### src/rtl/interrupt_interface.sv
// rtl/interrupt_interface.sv - interrupt synchronizer, mip builder and prioritized request toward commit
`ifndef REG_DATA_WIDTH
`define REG_DATA_WIDTH 32
`endif

module interrupt_interface #(
  parameter int SYNC_STAGES = 2,
  parameter bit EXT_EDGE    = 1'b0
) (
  input  logic                         clk,
  input  logic                         rst,
  input  logic                         all_intif_int_software_req,
  input  logic                         all_intif_int_timer_req,
  input  logic                         all_intif_int_ext_req,
  input  logic [`REG_DATA_WIDTH-1:0]   csrf_all_mie_data,
  input  logic [`REG_DATA_WIDTH-1:0]   csrf_all_mstatus_data,
  output logic [`REG_DATA_WIDTH-1:0]   intif_csrf_mip_data,
  output logic                         intif_commit_has_interrupt,
  output logic [`REG_DATA_WIDTH-1:0]   intif_commit_mcause_data,
  input  logic                         commit_intif_ack
);

  typedef enum logic [1:0] {IDLE, REQ, BLANK} state_t;

  state_t                       state, state_next;
  logic [SYNC_STAGES-1:0]       sw_sync, tmr_sync, ext_sync;
  logic                         s_sw, s_tmr, s_ext;
  logic                         ext_prev, ext_pend;
  logic                         ext_rise, ext_clr;
  logic                         meip;
  logic [`REG_DATA_WIDTH-1:0]   mip, en;
  logic [`REG_DATA_WIDTH-1:0]   mcause_q, mcause_next;
  logic [3:0]                   code;
  logic                         load_cause;
  logic                         unused_mstatus;

  assign unused_mstatus = ^csrf_all_mstatus_data;

  always_ff @(posedge clk) begin
    if (rst) begin
      sw_sync  <= '0;
      tmr_sync <= '0;
      ext_sync <= '0;
    end else begin
      sw_sync[0]  <= all_intif_int_software_req;
      tmr_sync[0] <= all_intif_int_timer_req;
      ext_sync[0] <= all_intif_int_ext_req;
      for (int i = 1; i < SYNC_STAGES; i++) begin
        sw_sync[i]  <= sw_sync[i-1];
        tmr_sync[i] <= tmr_sync[i-1];
        ext_sync[i] <= ext_sync[i-1];
      end
    end
  end

  assign s_sw  = sw_sync[SYNC_STAGES-1];
  assign s_tmr = tmr_sync[SYNC_STAGES-1];
  assign s_ext = ext_sync[SYNC_STAGES-1];

  // Sticky external pending: a new edge coinciding with the ack wins over the clear.
  assign ext_rise = s_ext & ~ext_prev;
  assign ext_clr  = (state == REQ) && commit_intif_ack && (mcause_q[3:0] == 4'd11);

  always_ff @(posedge clk) begin
    if (rst) begin
      ext_prev <= 1'b0;
      ext_pend <= 1'b0;
    end else begin
      ext_prev <= s_ext;
      ext_pend <= ext_rise | (ext_pend & ~ext_clr);
    end
  end

  assign meip = EXT_EDGE ? ext_pend : s_ext;

  always_comb begin
    mip     = '0;
    mip[3]  = s_sw;
    mip[7]  = s_tmr;
    mip[11] = meip;
  end

  assign en = mip & csrf_all_mie_data & {`REG_DATA_WIDTH{csrf_all_mstatus_data[3]}};

  always_comb begin
    code = 4'd0;
    if (en[11])     code = 4'd11;
    else if (en[3]) code = 4'd3;
    else if (en[7]) code = 4'd7;
  end

  always_ff @(posedge clk) begin
    if (rst) begin
      state    <= IDLE;
      mcause_q <= '0;
    end else begin
      state <= state_next;
      if (load_cause) mcause_q <= mcause_next;
    end
  end

  always_comb begin
    state_next  = state;
    load_cause  = 1'b0;
    mcause_next = '0;
    mcause_next[`REG_DATA_WIDTH-1] = 1'b1;
    mcause_next[3:0] = code;
    case (state)
      IDLE: begin
        if (|en) begin
          state_next = REQ;
          load_cause = 1'b1;
        end
      end
      REQ: begin
        if (commit_intif_ack)         state_next = BLANK;
        else if (!en[mcause_q[3:0]])  state_next = IDLE;
      end
      // One dead cycle lets the trap-entry mstatus write land before re-evaluation.
      BLANK:   state_next = IDLE;
      default: state_next = IDLE;
    endcase
  end

  assign intif_csrf_mip_data        = mip;
  assign intif_commit_has_interrupt = (state == REQ);
  assign intif_commit_mcause_data   = mcause_q;

endmodule
### config.mk
export PLATFORM = sky130hd
export DESIGN_NAME = interrupt_interface
export DESIGN_NICKNAME = d
export VERILOG_FILES = /design/src/rtl/interrupt_interface.sv
export SDC_FILE = /design/constraint.sdc
export NUM_CORES = 1
export LEC_CHECK = 0
export ABC_AREA = 1
export BUFFER_PORTS_ARGS = -buffer_cell sky130_fd_sc_hd__buf_2
export CAP_MARGIN = 20
export CORE_MARGIN = 2
export CORE_UTILIZATION = 27
export DETAILED_ROUTE_END_ITERATION = 16
export GPL_ROUTABILITY_DRIVEN = 0
export PLACE_DENSITY_LB_ADDON = 0.2
export SLEW_MARGIN = 20
export SYNTH_ARGS = -nofsm -noshare
export SYNTH_HDL_FRONTEND = slang
export SYNTH_SLANG_ARGS = --single-unit
### constraint.sdc
create_clock -name clk -period 0.8 [get_ports clk]
set_input_delay 0.16 -clock clk [delete_from_list [all_inputs] [get_ports clk]]
set_output_delay 0.16 -clock clk [all_outputs]
set_load 0.01 [all_outputs]
* Word-level counts from Yosys, hierarchy flattened *
Cells that the tools add are included.
W data, S select, Z words.

cells by class
  bitwise operators = 2
  muxes and demuxes = 11
  eq/ne operators = 3
  $lt $le $gt $ge = 1
  reductions and logical operators = 3

operator list
  operator              number
  $and A12 B32 Y32      1
  $and A32 B32 Y32      1
  $reduce_or A32 Y1     1
  $lt A4 B6 Y1 const B  1
  $mux W2               3
  $mux W3               2
  $bmux W1 S4           1
  $mux W4               1
  $pmux W2 S2           1
  $mux W1               3
  $ne A3 B3 Y1 const B  1
  $eq A2 B1 Y1 const B  1
  $logic_not A2 Y1      1
  $ne A2 B2 Y1 const B  1
  $reduce_and A2 Y1     1

storage, ports and cells
  word-level logic and storage cells = 25
  output and inout port bits = 65
  input bits = 70
  register bits = 13

* Longest topological paths before layout *
  depth after elaboration = 7
  gate-level depth with buffers = 7
  mapped depth without buffers = 7

* Worst setup path after synthesis *
No wires, ideal clock.

  path type = register to register
  from = register state[1]
  to = register mcause_q[3] (netlist: intif_commit_mcause_data[3])
  clock period less this slack = 0.856 ns
  arrival = 0.724 ns
  path slack = -0.056 ns
  library setup time = 0.132 ns
  path buffers = 0
  required time = 0.668 ns
  cell stages (with the launch flop) = 5
  cells stage by stage = dfxtp_1 -> nor2_4 -> nand4_1 -> nand3_1 -> a21oi_1

between the ends
  word-level cells in the longest chain between the ends = 2

ends and longest elaborated chain
  what                    RTL line  source
  from (decl)             25        state_t state, state_next;
  from (signal assigned)  97        state <= state_next;
  $logic_not A2 Y1        108       case (state)
  $mux W1                 108
  to (signal assigned)    98        if (load_cause) mcause_q <= mcause_next;
  to (decl)               32        logic [`REG_DATA_WIDTH-1:0] mcause_q, mcause_next;

Every way passes these cells.
A chain may end at the register's enable or synchronous reset.

* Worst setup path after layout *
  from = register state[1]
  to = output port intif_commit_has_interrupt

between the ends
  word-level cells in the longest chain between the ends = 1

ends and longest elaborated chain
  what          RTL line  source
  $eq A2 B1 Y1  126       assign intif_commit_has_interrupt = (state == REQ);
  to (decl)     18        output logic intif_commit_has_interrupt,

Every way passes these cells.

==> results.tsv <==
stage	metric	value	unit
status	status	complete, but fails checks	
status	failing checks	setup timing	
layout	most frequent cells in the layout	56 x conb_1, 16 x buf_6, 12 x inv_1, 12 x nor2_1	
pwr	worst-case vdd ir drop	0.617	mV
layout	Inserted Diodes	0	
route	residual DRC count	0	
pwr	Leak Pwr	0.611	nW
floorplan	die area	3850	um^2
sta	Setup violations, final	15	
pwr	Clock Power Share	27.2	%
pwr	P_int	0.900	mW
sta	Final Max Tran Viols	0	
route	Detail Route met3 WL	155	um
grt	global-route wire length before repair	1970	um
route	Detail Route Antenna Nets	0	
setup_path	Worst EP required	0.64	ns
grt	initial antenna violation count	0	
sta	hold_ws	0.0971	ns
sta	final hold violations	0	
grt	largest net degree at the start of global routing	11	
place	placed wire-length estimate	1080	um
synth	sequential fraction of the synthesis area	26.4	%
layout	Reg area	254	um^2
pwr	register share of total power	49.3	%
route	routed via count	646	
route	drt first-iter violations	7	
sta	Final Skew	0.000376	ns
pwr	net switching power	0.391	mW
clocking	Worst-Skew Late Latency	0.26	ns
min_path	Hold Crit Class	in -> reg	
clocking	CTS Buf Count	3	
route	final WL	1330	um
place	I/O Buffers	18	
place	DP Cell Count	189	
setup_path	Worst R2R Setup Slack	-0.25	ns
clocking	Root Driver	clkbuf_4	
layout	Multi-input gate area	393	um^2
synth	YS warnings	0	
pwr	pwr dens	1200	nW/um^2
floorplan	Chip Width	62.1	um
synth	cell area after synthesis	911	um^2
flow_run	max cap viols	0	
synth	Syn Inst Count	122	
pwr	Sw Share	30.3	%
setup_path	Max Fanout on Critical Path	2	
floorplan	Core ar.	3280	um^2
sta	Tmin final	1.07	ns
synth	number of distinct library cells after synthesis	14	
route	met2 wire length	709	um
sta	period utilization	134	%
route	mean routed wirelength per cell	6.67	um
layout	Non-Filler Instances	199	
layout	most common cell after layout, fill and taps aside	conb_1	
clocking	Worst-path clk slew	0.07	ns
grt	Total GRT Usage	6.88	%
clocking	# H-tree levels	1	
sta	slack of the critical path	-0.270	ns
layout	share of layout cells above drive strength 1	35.9	%
pwr	Combinational Power Share	23.5	%
layout	P&R area growth vs syn	17.7	%
grt	grt ovf	0	
setup_path	Crit. End Element	primary output	
sta	Max Freq	935	MHz
layout	fillers	358	
route	DRT Pass-1 Iters	2	
synth	Yosys reg bits	12	
grt	vias in the first global route	497	
clocking	Clock Path Buffers	2	
floorplan	Initial Util	27.7	%
route	M1 WL	463	um
pwr	Tot Pwr	1.29	mW
clocking	CTS tree	built	
floorplan	Core Rows	21	
setup_path	WS Path Type	reg -> out	
route	vias per cell	3.25	
clocking	CTS sink count	12	
setup_path	type of origin of the critical path	register	
place	pre-CTS setup slack	-0.128	ns
layout	Final Net Count	225	
setup_path	CP Data Arrival Time	0.91	ns
sta	RSZ-0062 raised after global routing	yes	
floorplan	Boundary Pins	135	
synth	Syn Area/Cell	7.47	um^2
route	top routing layer in use	met3	
sta	Post-Route Setup TNS	-2.52	ns
floorplan	Die Y	62.1	um
## worst paths after layout
| kind | start | depth (start not counted) | endpoint |
|---|---|---|---|
| min | all_intif_int_ext_req | 3 | ext_sync[0] |
| min reg2reg | ext_sync[0] | 2 | ext_sync[1] |
| max | state[1] | 5 | intif_commit_has_interrupt |
| max reg2reg | state[0] | 6 | state[0] |
## power by group through the flow
stage	sequential (mW)	combinational, mW	clock [mW]
after floorplan	0.652	0.380	0
after global routing	0.639	0.353	0.400
after global placement	0.649	0.242	0
after CTS	0.635	0.293	0.378
final	0.636	0.303	0.352
after detailed placement	0.649	0.244	0
## flip-flops by register name, indices dropped and copies added (netlist names)
signal	count
tmr_sync	2
sw_sync	2
ext_sync	2
intif_commit_mcause_data	4
state	2
## cells by family after synthesis
| logic type | Yosys count | share of synthesized area [%] |
|---|---|---|
| compound gates | 4 | 2.20 |
| other cells | 1 | 0.412 |
| flops | 12 | 26.4 |
| simple gates | 30 | 15.4 |
| buf+inv | 75 | 55.6 |
## worst max-delay path, stage by stage, from the launching register on
cell     delay [ns]
dfxtp_2        0.33
inv_2          0.04
nand2_2        0.05
buf_6          0.11
inv_2          0.04
buf_6          0.09
## layer usage
| metal | track usage, % | up-vias |
|---|---|---|
| met4 | 1.82 | 0 |
| met1 | 6.62 | 282 |
| met5 | 0 | - |
| met2 | 14.0 | 49 |
| li1 | - | 315 |
| met3 | 1.86 | 0 |
## repair_timing
action / in CTS / in global routing
pin swaps: 4 / 4
setup buffers: 7 / 0
endpoints found under the setup margin: 15 / 15
resized for setup: 25 / 4
hold buffers: 0 / 0
## synthesized netlist by cell type, drive strengths merged
| cell type | number | area (um^2) |
|---|---|---|
| o21ai | 2 | 10.0 |
| nor2 | 14 | 60.1 |
| nand3 | 5 | 25.0 |
| nand2 | 8 | 37.5 |
| a21oi | 2 | 10.0 |
| nor3 | 1 | 5.00 |
| clkbuf | 1 | 3.75 |
| conb | 1 | 3.75 |
| nand4 | 2 | 12.5 |
| dfxtp | 12 | 240 |
| buf | 60 | 450 |
| inv | 14 | 52.6 |
## cell type report
class | instances | share of cell area, %
repair buffers | 34 | 27.3
inverters | 14 | 4.90
well taps | 46 | 5.37
multi-input cells | 90 | 36.6
clock buffers | 3 | 2.10
flip-flops and latches | 12 | 23.7
## stage by stage
step / util [%] / area, um^2
floorplan: - / 1120
global placement: 26.9 / 883
detailed placement: 26.9 / 883
CTS: 32.2 / 1060
global route: 32.6 / 1070
finish: 32.6 / 1070
No activity file was read; power rests on OpenSTA's default activity.
